$ cat src/rtl/bpsk_modulator.sv
// bpsk_modulator
// BPSK bit-to-carrier mapper placed after the sine generator. Words arrive on
// a valid/ready handshake. They are sent MSB-first, one bit per carrier period.
// Each output sample is the generator's sin (bit 1) or neg_sin (bit 0) sample.
// The block also drives the generator enable, so the carrier only runs while
// a frame is being sent.
//
// Optional feature: define BPSK_PREAMBLE_EN to send PREAMBLE before the first
// word of every frame. Back-to-back words do not repeat the preamble.
//
// Ports:
//   clk, rst      clock; asynchronous active-low reset
//   data_in       word to transmit (DATA_WIDTH)
//   data_valid    data_in is valid
//   data_ready    combinational ready; a word transfers on data_valid & data_ready
//   sin_in        generator sine sample for phase cnt_in-1
//   neg_sin_in    generator negated sine sample for phase cnt_in-1
//   cnt_in        generator phase counter
//   gen_en        registered generator enable
//   mod_out       registered modulated sample
//   mod_valid     mod_out is valid
//   busy          block is not in IDLE
//
// State | meaning
// IDLE  | generator off, ready for a word
// ALIGN | generator running, waiting for phase 0 to appear on the inputs
// PRE   | sending the preamble (only with BPSK_PREAMBLE_EN)
// TX    | sending the data shift register
module bpsk_modulator #(
  parameter int                    SAMPLE_NUMBER = 256,
  parameter int                    SAMPLE_WIDTH  = 12,
  parameter int                    DATA_WIDTH    = 8,
  parameter logic [DATA_WIDTH-1:0] PREAMBLE      = 8'hAA
) (
  input  logic                             clk,
  input  logic                             rst,
  input  logic [DATA_WIDTH-1:0]            data_in,
  input  logic                             data_valid,
  output logic                             data_ready,
  input  logic [SAMPLE_WIDTH-1:0]          sin_in,
  input  logic [SAMPLE_WIDTH-1:0]          neg_sin_in,
  input  logic [$clog2(SAMPLE_NUMBER)-1:0] cnt_in,
  output logic                             gen_en,
  output logic [SAMPLE_WIDTH-1:0]          mod_out,
  output logic                             mod_valid,
  output logic                             busy
);

  localparam int CW = $clog2(SAMPLE_NUMBER);
  localparam int BW = (DATA_WIDTH > 1) ? $clog2(DATA_WIDTH) : 1;
  localparam logic [CW-1:0] CNT_FIRST = CW'(1);
  localparam logic [BW-1:0] BIT_LAST  = BW'(DATA_WIDTH - 1);

`ifdef BPSK_PREAMBLE_EN
  typedef enum logic [1:0] {IDLE = 2'd0, ALIGN = 2'd1, PRE = 2'd2, TX = 2'd3} state_t;
`else
  typedef enum logic [1:0] {IDLE = 2'd0, ALIGN = 2'd1, TX = 2'd3} state_t;
  logic unused_preamble;
  assign unused_preamble = ^PREAMBLE;
`endif

  state_t                  state;
  logic [DATA_WIDTH-1:0]   shreg;
  logic [BW-1:0]           bit_cnt;
  logic                    gen_en_d;   // generator inputs are valid only when this is set

  logic                    align_hit;
  logic                    last_sample;
  logic                    last_bit;
  logic                    xfer;
  logic                    sample_now;
  logic                    cur_bit;

  always_comb begin
    align_hit   = gen_en_d && (cnt_in == CNT_FIRST);
    last_sample = gen_en_d && (cnt_in == '0);
    last_bit    = (bit_cnt == BIT_LAST);

    data_ready = 1'b0;
    if (rst) begin
      case (state)
        IDLE:    data_ready = 1'b1;
        TX:      data_ready = last_sample && last_bit;
        default: data_ready = 1'b0;
      endcase
    end
    xfer = data_valid && data_ready;

    // The ALIGN hit cycle already carries the first sample of the first bit.
    sample_now = 1'b0;
    cur_bit    = shreg[DATA_WIDTH-1];
    case (state)
      ALIGN: begin
        sample_now = align_hit;
`ifdef BPSK_PREAMBLE_EN
        cur_bit = PREAMBLE[DATA_WIDTH-1];
`endif
      end
`ifdef BPSK_PREAMBLE_EN
      PRE: begin
        sample_now = 1'b1;
        cur_bit    = PREAMBLE[BIT_LAST - bit_cnt];
      end
`endif
      TX:      sample_now = 1'b1;
      default: sample_now = 1'b0;
    endcase
  end

  assign busy = (state != IDLE);

  always_ff @(posedge clk or negedge rst) begin
    if (!rst) begin
      state     <= IDLE;
      shreg     <= '0;
      bit_cnt   <= '0;
      gen_en    <= 1'b0;
      gen_en_d  <= 1'b0;
      mod_out   <= '0;
      mod_valid <= 1'b0;
    end else begin
      gen_en_d  <= gen_en;
      mod_valid <= sample_now;
      if (sample_now) begin
        mod_out <= cur_bit ? sin_in : neg_sin_in;
      end

      case (state)
        IDLE: begin
          if (xfer) begin
            shreg   <= data_in;
            bit_cnt <= '0;
            gen_en  <= 1'b1;
            state   <= ALIGN;
          end
        end
        ALIGN: begin
          if (align_hit) begin
`ifdef BPSK_PREAMBLE_EN
            state <= PRE;
`else
            state <= TX;
`endif
          end
        end
`ifdef BPSK_PREAMBLE_EN
        PRE: begin
          if (last_sample) begin
            if (last_bit) begin
              bit_cnt <= '0;
              state   <= TX;
            end else begin
              bit_cnt <= bit_cnt + 1'b1;
            end
          end
        end
`endif
        TX: begin
          if (last_sample) begin
            if (last_bit) begin
              bit_cnt <= '0;
              if (xfer) begin
                // Next word starts on the very next sample; phase is already aligned.
                shreg <= data_in;
              end else begin
                gen_en <= 1'b0;
                state  <= IDLE;
              end
            end else begin
              shreg   <= {shreg[DATA_WIDTH-2:0], 1'b0};
              bit_cnt <= bit_cnt + 1'b1;
            end
          end
        end
        default: state <= IDLE;
      endcase
    end
  end

endmodule

$ cat config.mk
export PLATFORM = sky130hd
export DESIGN_NAME = bpsk_modulator
export DESIGN_NICKNAME = d
export VERILOG_FILES = /design/src/rtl/bpsk_modulator.sv
export SDC_FILE = /design/constraint.sdc
export NUM_CORES = 1
export LEC_CHECK = 0
export ABC_AREA = 1
export CORE_UTILIZATION = 26
export DETAILED_ROUTE_END_ITERATION = 6
export HOLD_SLACK_MARGIN = 0.05
export PLACE_DENSITY_LB_ADDON = 0.12
export SLEW_MARGIN = 10
export SYNTH_ARGS = -nofsm -noshare
export SYNTH_HDL_FRONTEND = slang
export SYNTH_SLANG_ARGS = --single-unit
$ cat constraint.sdc
create_clock -name clk -period 2.35 [get_ports clk]
set_input_delay 0.705 -clock clk [delete_from_list [all_inputs] [get_ports clk]]
set_output_delay 0.705 -clock clk [all_outputs]
set_load 0.05 [all_outputs]
Word level (Yosys, flattened, before mapping)
Cells that the tools add are included.

Reduce and logical (&&, ||, !) cells: 12. Multiplexer cells: 23. Add/subtract/negate cells: 1. Equality and inequality tests: 9.

Operators by type and width (count): $mux 8 (3); $pmux 8 s2 (1); $mux 12 (1); $mux 2 (5); $ne 2x2->1 const B (5); $reduce_and 5->1 (2); $mux 3 (3); $eq 8x1->1 const B (1); $logic_not 8->1 (1); $pmux 1 s2 (3); $pmux 2 s3 (1); $pmux 3 s2 (1); $mux 1 (5); $logic_and 1x1->1 (4); $reduce_bool 2->1 (2); $add 3x1->3 const B (1); $eq 3x3->1 const B (1); $reduce_and 3->1 (1); $eq 2x1->1 const B (1); $eq 2x2->1 const B (1); $logic_not 2->1 (1); $reduce_and 2->1 (1).

Output and inout bits: 16. Input bits: 43. Logic and storage cells: 52. Bits in registers: 28.

Longest topological paths before layout
Gate-level depths: netlist of run 1.

Depth in word-level cells: 10. Gate-level depth with buffers: 11. Depth with buffers taken out: 10.

Least setup slack after synthesis of run 1
OpenSTA, ideal clock, no wires.

Path type: input to output. From: input port cnt_in[3]. To: output port data_ready. Stages: 7. Required time: 1.645 ns. Arrival: 1.947 ns. Path slack: -0.302 ns. Path buffers: 0. Path through: nor2_1 -> nand2_1 -> nor2_4 -> nand4_1 -> nand2_2 -> nand2_1 -> nor2_1.

Cells in the longest elaborated chain, start to end: 5.

RTL lines: start, declared (line 42) `input logic [$clog2(SAMPLE_NUMBER)-1:0] cnt_in,`; $logic_not 8->1 (line 76) `last_sample = gen_en_d && (cnt_in == '0);`; $logic_and 1x1->1 (line 76); $logic_and 1x1->1 (line 83) `TX: data_ready = last_sample && last_bit;`; $pmux 1 s2 (line 81) `case (state)`; $mux 1 (line 80) `if (rst) begin`; end, declared (line 39) `output logic data_ready,`.

Every way passes these cells.

Final worst setup path of run 1
From: input port rst. To: output port data_ready.

Cells in the longest elaborated chain, start to end: 1.

RTL lines: start, declared (line 36) `input logic rst,`; $mux 1 (line 80).

Every way passes these cells.

==> impl_metrics.toml, run 1 <==
[status]
status = "complete, no violations"

[route]
wire_per_inst_um = 11.3
drtIter0Drc = 48
met1Wirelength_um = 1800
post-route-drc-count = 0
route.top_layer_used = "met4"
routed_wirelength_um = 3730
via_per_inst = 4.36
firstDrtPassIters = 4
drtAntennaViolNets = 0
wl_met3_um = 202
vias = 1433
dr_wl_met2_um = 1700

[critical_path]
r2r_start = "gen_en_d$_DFF_PN0_"
start_kind = "input port"
rr_worst_depth = 12
worstPathRequired_ns = 1.64
reg2reg_slack_ns = 0.53
reg2reg_to = "bit_cnt[1]$_DFFE_PN0P_"
worst_ep_arrival_time_ns = 1.62
path_class = "input port to output pin"
worstPathMaxFanout = 3
worstSetupEndpointType = "output pin"

[global_route]
track_usage_pct = 12.0
grt_pass1_wl_um = 6030
grt_pass1_vias = 1341
grt_overflow = 0
antenna_found_initial = 0
grt_max_degree = 26

[cts]
cts_tree = "built"
root_buffer = "clkbuf_8"
clk_pin_slew_ns = 0.10
postCtsHoldBufs = 0
clockBufferDepth = 2
h-tree-depth = 1
insertion_delay_ns = 0.27
cts_made_buffers = 3
clock-sinks = 28

[logic_synthesis]
syn-num-nets = 237
synth_area_per_cell_um2 = 8.34
synth_seq_cells = 28
yosysUniqueCellTypes = 28
seq_area_frac_synth_pct = 44.4
syn_inst = 189
synth_warnings = 0
syn_area_um2 = 1580

[cells_and_area]
multi_input_area_um2 = 781
fin_cells = 329
stdcell_area_um2 = 2420
nets = 306
fill_cells = 571
area_delta_synth_final_pct = 53.4
layout-drive-gt1-share_pct = 21.4
seqCellArea_um2 = 702
n_antenna_cell = 0

[placement]
placedCellCount = 322
portBuffers = 58
place_congestion = 0.716
dpl.hpwl_um = 2770
placed_area_um2 = 2320

[timing]
slew_violations = 0
tightest_slew_ns = 0.747
fmax_ghz = 0.431
period_share_pct = 98.8
holdWs_ns = 0.426
hold_viol = 0
rsz0062_at_grt = "yes"
finClkSkew_ns = 0.00829
final-setup-viol-count = 0
layout_min_cycle_time_ns = 2.32
slew_headroom_pct = 50.2

[flow_run]
drv_cap = 0

[power]
p_per_area_nw_per_um2 = 992
p_total_w = 0.00240
vdd_drop_max_mv = 0.411
leakage_nw = 1.09

[hold_path]
holdPathEnd = "gen_en_d$_DFF_PN0_"
min_path_cells = 0
worstHoldStart = "gen_en$_DFFE_PN0P_"
holdCritPathClass = "flip-flop to flip-flop"

[die]
rows = 27
die_x_um = 79.9
die_area_um2 = 6380
ioPinCount = 59
initial_core_util_pct = 27.8
core-area_um2 = 5680
die_h_um = 79.9
layout by cell type (no fill, tap or decap), types with 7 or more instances in the layout:
cell	Yosys	routed
clkdlybuf4s50_1	0	48
buf_4	1	11
nor2_1	29	24
nand2_1	29	26
inv_1	25	25
o21bai_1	7	7
o211ai_1	12	12
o21a_1	12	12
or2_2	8	8
dfrtp_1	28	27
nand2_2	5	8
final cells by class:
class	count	share of cell area [%]
Clock buffer	4	2.28
Inverter	26	4.04
Multi-Input combinational cell	129	32.3
Sequential cell	28	29.0
Tap cell	72	3.72
Timing Repair Buffer	70	28.7
critical path, cell delays in order:
cell and delay, ns:
clkdlybuf4s50_1 0.53, inv_1 0.11, nor2_4 0.13, buf_12 0.14
cell usage after synthesis, drive strengths merged:
library cell  instances  area [um^2]
a31oi                 1         6.26
a21oi                 3         22.5
nand3                 6         35.0
o21a                 12         90.1
nand2                34          140
o211ai               12         90.1
buf                   3         23.8
nand4                 6         43.8
or2                   9         56.3
nor3                  1         5.00
clkbuf                3         11.3
ha                    5         62.6
nor2                 30          120
o21ai                 3         18.8
inv                  26         97.6
o21bai                7         52.6
dfrtp                28          701
routing by layer:
| metal | up-vias | global-route usage, % |
|---|---|---|
| li1 | 745 | - |
| met2 | 35 | 19.9 |
| met4 | 0 | 3.21 |
| met3 | 2 | 2.40 |
| met5 | - | 0 |
| met1 | 651 | 15.8 |
state kept, by name (all words and copies together) (netlist names):
register   count
mod_valid      1
state          2
gen_en_d       1
mod_out       12
shreg          8
bit_cnt        3
gen_en         1
per-stage QoR:
stage / util [%] / setup slack, ns / TNS, ns
CTS: 42.3 / -0.0351 / -0.0351
floorplan: - / 0.0419 / 0
finish: 42.6 / 0.0286 / 0
detailed placement: 40.9 / -0.329 / -0.677
global route: 42.6 / -0.0246 / -0.0246
global placement: 40.9 / -0.328 / -0.954
logic make-up after synthesis:
family          count (synthesis)  synth area share, %
simple gates                   86                 25.4
fa+ha+maj                       5                 3.97
flops                          28                 44.4
buf+inv                        32                 8.41
compound gates                 38                 17.8
repair_timing:
item	in CTS	in global routing
setup endpoints to repair	1	1
buffers inserted	2	1
resized for setup	32	6
pin swaps	11	8
power by group:
group | internal, W | switching [W]
clock | 0.000150 | 0.000152
combinational | 0.000533 | 0.000754
sequential | 0.000663 | 0.000149
total | 0.00135 | 0.00105
how the worst max path moves through the flow:
stage	from	to	slack [ns]	cells past startpoint
5_1_grt	cnt_in[2]	data_ready	-0.02	9
2_1_floorplan	cnt_in[3]	data_ready	0.04	7
6_report	rst	data_ready	0.03	4
3_3_place_gp	cnt_in[3]	data_ready	-0.33	9
3_5_place_dp	cnt_in[3]	data_ready	-0.33	9
4_1_cts	cnt_in[7]	data_ready	-0.04	9
No activity file was read; power rests on OpenSTA's default activity.
==> run 2: changes to the inputs <==
--- a/config.mk
+++ b/config.mk
@@ -6,7 +6,8 @@
 export NUM_CORES = 1
 export LEC_CHECK = 0
 export ABC_AREA = 1
-export CORE_UTILIZATION = 26
+export CORE_UTILIZATION = 25
+export CTS_BUF_LIST = sky130_fd_sc_hd__clkbuf_4 sky130_fd_sc_hd__clkbuf_8 sky130_fd_sc_hd__clkbuf_16
 export DETAILED_ROUTE_END_ITERATION = 6
 export HOLD_SLACK_MARGIN = 0.05
 export PLACE_DENSITY_LB_ADDON = 0.12
==> constraint.sdc (replaced) <==
create_clock -name clk -period 2.35 [get_ports clk]
set_input_delay 0.705 -clock clk [delete_from_list [all_inputs] [get_ports clk]]
set_output_delay 0.705 -clock clk [all_outputs]
set_load 0.02 [all_outputs]
==> impl_metrics.toml, run 2 (same netlist as run 1, synthesis figures left out) <==
[critical_path]
critPathSlowestCell = "buf_4"
path_buf_inv = 2
start_kind = "input port"
reg2reg_slack_ns = 0.22
worstSetupEndpointType = "output pin"
rr_worst_depth = 15
cp-endpoint = "data_ready"
reg2reg_to = "gen_en$_DFFE_PN0P_"
cp_top_family = "simple AND/OR/NAND/NOR gates"
worstPathRequired_ns = 1.64
crit_start = "cnt_in[3]"
path_cells = "buf_6 -> nor2_4 -> nand2_2 -> nor2_4 -> nand4_1 -> nand2_2 -> nand2_1 -> nor2_1 -> buf_4"
path_class = "input port to output pin"
cp.depth = 9
slowest_delay_ns = 0.14
worstPathMaxFanout = 2
worst_ep_arrival_time_ns = 1.55
r2r_start = "bit_cnt[0]$_DFFE_PN0P_"

[timing]
finClkSkew_ns = 0.00784
fmax_ghz = 0.443
hold_viol = 0
layout_min_cycle_time_ns = 2.25
slew_violations = 0
fin_ws_ns = 0.0951
holdWs_ns = 0.430
period_share_pct = 96.0
final-setup-viol-count = 0
slew_headroom_pct = 52.6
rsz0062_at_grt = "yes"
tightest_slew_ns = 0.711

[route]
via_per_inst = 4.23
drtAntennaViolNets = 0
post-route-drc-count = 0
vias = 1456
routed_wirelength_um = 3840
firstDrtPassIters = 4
wire_per_inst_um = 11.2
drtIter0Drc = 22

[cts]
postCtsHoldBufs = 0
cts_tree = "built"
root_buffer = "clkbuf_8"
clockBufferDepth = 2
clock-sinks = 28
clk_pin_slew_ns = 0.11
insertion_delay_ns = 0.28
cts_made_buffers = 3
h-tree-depth = 1

[die]
die_x_um = 81.4
core-area_um2 = 5990
die_area_um2 = 6630
ioPinCount = 59
initial_core_util_pct = 26.3
die_h_um = 81.4
rows = 28

[placement]
place_ws_ns = -0.722
portBuffers = 58
dpl.hpwl_um = 2860
place_congestion = 0.734

[global_route]
grt_max_degree = 30
track_usage_pct = 12.4
antenna_found_initial = 0
grt_pass1_vias = 1306
grt_pass1_wl_um = 6290
grt_overflow = 0

[power]
vdd_drop_max_mv = 0.485
p_per_area_nw_per_um2 = 878
leakage_nw = 1.14
p_total_w = 0.00219

[cells_and_area]
regMostFlops = "mod_out"
final_cell_mix = "clkdlybuf4s50_1 (48), dfrtp_1 (28), nand2_1 (27)"
nets = 318
largest_reg_flops = 12
area_delta_synth_final_pct = 57.9
layout-drive-gt1-share_pct = 23.8
largestRegisters = "mod_out x12, shreg x8, bit_cnt x3"
fill_cells = 613
n_antenna_cell = 0
final_common_cell = "clkdlybuf4s50_1"

[status]
status = "complete, no violations"

[hold_path]
holdCritPathClass = "flip-flop to flip-flop"

[flow_run]
drv_cap = 0
==> run 2: cell types whose count changed in the layout (fill, tap and decap cells not counted), sizes merged <==
cell           delta
buf              +11
clkdlybuf4s15     -1
dlygate4sd2       +1
bufinv            +1
==> run 2: how the worst min path moves through the flow <==
stage / slack, ns / end / cells past startpoint / start
after CTS: 0.43 / gen_en_d$_DFF_PN0_ / 0 / gen_en$_DFFE_PN0P_
after global routing: 0.45 / gen_en_d$_DFF_PN0_ / 0 / gen_en$_DFFE_PN0P_
after floorplan: 0.41 / bit_cnt[0]$_DFFE_PN0P_ / 0 / rst
final: 0.43 / gen_en_d$_DFF_PN0_ / 0 / gen_en$_DFFE_PN0P_
after global placement: 0.39 / gen_en_d$_DFF_PN0_ / 0 / gen_en$_DFFE_PN0P_
after detailed placement: 0.40 / gen_en_d$_DFF_PN0_ / 0 / gen_en$_DFFE_PN0P_
==> run 2: cell type report <==
class / count / area, um^2 / share of cell area (%)
inverter: 26 / 97.6 / 3.92
timing repair buffer: 82 / 758 / 30.5
clock buffer: 3 / 41.3 / 1.66
tap: 75 / 93.8 / 3.77
multi-input combinational: 129 / 768 / 30.9
sequential: 28 / 701 / 28.1
clock inverter: 1 / 30.0 / 1.21
==> run 2: per-stage QoR <==
step	std cells	TNS, ns	area (um^2)	utilization (%)
after CTS	343	0	2450	41.0
final	344	0	2490	41.6
after global routing	344	0	2490	41.6
after floorplan	189	0	1580	-
after detailed placement	330	-2.17	2330	39.0
after global placement	330	-1.90	2330	39.0
==> run 2: report_power, final <==
group	leakage, nW	switching (W)	internal (W)	total [W]
Clock	0.0357	0.000161	0.000228	0.000390
Sequential	0.327	0.000148	0.000661	0.000809
Combinational	0.778	0.000480	0.000509	0.000988
==> run 2: layer usage <==
| layer | up-vias | global-route usage, % | share of wire [%] |
|---|---|---|---|
| met5 | - | 0 | 0 |
| met1 | 664 | 16.6 | 47 |
| met4 | 0 | 2.14 | 0.49 |
| met2 | 20 | 20.5 | 50 |
| met3 | 2 | 2.78 | 2.7 |
| li1 | 770 | - | - |
==> run 2: repair_timing <==
| item | in CTS | in global routing |
|---|---|---|
| gates resized for setup | 31 | 13 |
| buffers inserted | 9 | 1 |
| endpoints found under the setup margin | 2 | 4 |
| pin swaps | 11 | 12 |
| cloned | 0 | 0 |
==> run 3: changes to the inputs <==
--- a/config.mk
+++ b/config.mk
@@ -9,9 +9,11 @@
 export CORE_UTILIZATION = 25
 export CTS_BUF_LIST = sky130_fd_sc_hd__clkbuf_4 sky130_fd_sc_hd__clkbuf_8 sky130_fd_sc_hd__clkbuf_16
 export DETAILED_ROUTE_END_ITERATION = 6
+export DONT_BUFFER_PORTS = 1
 export HOLD_SLACK_MARGIN = 0.05
 export PLACE_DENSITY_LB_ADDON = 0.12
 export SLEW_MARGIN = 10
 export SYNTH_ARGS = -nofsm -noshare
 export SYNTH_HDL_FRONTEND = slang
 export SYNTH_SLANG_ARGS = --single-unit
+export TNS_END_PERCENT = 5
==> impl_metrics.toml, run 3 (same netlist as run 1, synthesis figures left out) <==
[die]
initial_core_util_pct = 26.3
die_area_um2 = 6630
rows = 28
die_h_um = 81.4
die_x_um = 81.4
core-area_um2 = 5990
ioPinCount = 59

[cells_and_area]
n_antenna_cell = 0
layout-drive-gt1-share_pct = 16.1
largest_reg_flops = 12
area_delta_synth_final_pct = 11.3
fin_cells = 268
nets = 242
final_cell_mix = "nor2_1 (29), nand2_1 (29), dfrtp_1 (28)"
fin_util_pct = 29.3
largestRegisters = "mod_out x12, shreg x8, bit_cnt x3"
regMostFlops = "mod_out"
fill_cells = 642

[route]
drtAntennaViolNets = 0
drtIter0Drc = 37
firstDrtPassIters = 4
routed_wirelength_um = 3410
post-route-drc-count = 0
vias = 1223
wire_per_inst_um = 12.7
via_per_inst = 4.56

[timing]
finClkSkew_ns = 0.00306
slew_violations = 0
tightest_slew_ns = 0.680
final-setup-viol-count = 0
layout_min_cycle_time_ns = 2.25
hold_viol = 0
period_share_pct = 95.7
fmax_ghz = 0.445
slew_headroom_pct = 54.7

[cts]
root_buffer = "clkbuf_8"
h-tree-depth = 1
clockBufferDepth = 2
clock-sinks = 28
postCtsHoldBufs = 0
clk_pin_slew_ns = 0.10
cts_made_buffers = 3
insertion_delay_ns = 0.28
cts_tree = "built"

[global_route]
grt_pass1_wl_um = 5330
grt_max_degree = 31
antenna_found_initial = 0
track_usage_pct = 10.5
grt_overflow = 0
grt_pass1_vias = 1193

[status]
status = "complete, no violations"

[critical_path]
worstSetupEndpointType = "output pin"
worstPathRequired_ns = 1.64
worstPathMaxFanout = 5
cpMostUsedCell = "inv_1"
worst_ep_arrival_time_ns = 1.54
slowest_delay_ns = 0.42
critPathSlowestCell = "dfrtp_1"
path_cells = "inv_1 -> ha_1 -> inv_1 -> nand2_2 -> nand2_1 -> nor2_1 -> buf_4"
start_kind = "flip-flop"
path_class = "flip-flop to output pin"

[placement]
place_congestion = 0.756
dpl.hpwl_um = 2630
portBuffers = 0
placedCellCount = 262

[power]
p_comb_share_pct = 28.7
leakage_nw = 0.813
pwr-share-seq_pct = 50.7
p_per_area_nw_per_um2 = 1060
internal-power_w = 0.00113
vdd_drop_max_mv = 0.362
switchingPower_w = 0.000735
switching_share_pct = 39.4
p_total_w = 0.00187
p_clk_share_pct = 20.6

[hold_path]
holdCritPathClass = "input port to asynchronous set/reset pin"

[flow_run]
drv_cap = 0
==> run 3: changes by cell type in the layout (fill, tap and decap cells not counted), moves of 2 or more <==
cell             delta
nand2_2             -2
nor2_2              -2
clkbuf_2            -2
buf_2               -2
nor2_1              +4
buf_4              -17
clkdlybuf4s50_1    -48
nand2_1             +2
nor2_4              -2
buf_6               -5
==> run 3: power groups by stage <==
stage          Sequential, W  Combinational, W  Clock [W]
2_1_floorplan       0.000873          0.000515          0
3_3_place_gp        0.000954          0.000527          0
3_5_place_dp        0.000959          0.000541          0
4_1_cts             0.000948          0.000545   0.000406
5_1_grt             0.000978          0.000610   0.000424
6_report            0.000945          0.000536   0.000385
==> run 3: routing by layer <==
layer	vias to the layer above	GRT usage, %	routed length (um)
li1	622	-	-
met1	573	13.0	1520
met3	5	2.22	131
met4	0	4.29	47
met5	-	0	0
met2	23	17.8	1710
==> run 3: final timing paths <==
path                       slack [ns]  cells after the start                    from                     end
max in group asynchronous        2.16                      0                     rst  mod_out[3]$_DFFE_PN0P_
max reg2reg                      0.44                     10    state[0]$_DFFE_PN0P_  bit_cnt[2]$_DFFE_PN0P_
min in group clk                 0.50                      2  bit_cnt[1]$_DFFE_PN0P_  bit_cnt[1]$_DFFE_PN0P_
min reg2reg                      0.50                      2  bit_cnt[1]$_DFFE_PN0P_  bit_cnt[1]$_DFFE_PN0P_
max                              0.10                      7    state[0]$_DFFE_PN0P_              data_ready
min                              0.11                      0                     rst    shreg[1]$_DFFE_PN0P_
==> run 3: area by class of cell <==
type | count | area [um^2] | area share [%]
clock inverters | 1 | 30.0 | 1.71
repair buffers | 6 | 45.0 | 2.57
clock buffers | 3 | 41.3 | 2.35
inverters | 26 | 97.6 | 5.56
well taps | 75 | 93.8 | 5.35
flip-flops and latches | 28 | 701 | 39.9
multi-input cells | 129 | 746 | 42.5
==> run 3: worst max-delay path: cells and delay by family, from the launching register on <==
kind,cells,cell delay (ns)
and+or+nand+nor,3,0.19
adders and majority gates,1,0.20
buffers and inverters,3,0.46
DFF,1,0.42
==> run 3: through the flow <==
stage | cell area, um^2 | hold slack, ns | setup TNS [ns] | worst slack, ns
final | 1750 | 0.107 | 0 | 0.102
after global routing | 1750 | 0.0805 | -0.00216 | -0.00216
after CTS | 1740 | 0.0931 | 0 | 0.0511
after detailed placement | 1670 | 0.410 | 0 | 0.124
after global placement | 1670 | 0.411 | 0 | 0.132
after floorplan | 1580 | 0.409 | 0 | 0.0703
==> run 3: repair_timing <==
item,4_1_cts,5_1_grt
setup endpoints to repair,0,1
gates resized for setup,0,1
buffers inserted,0,2
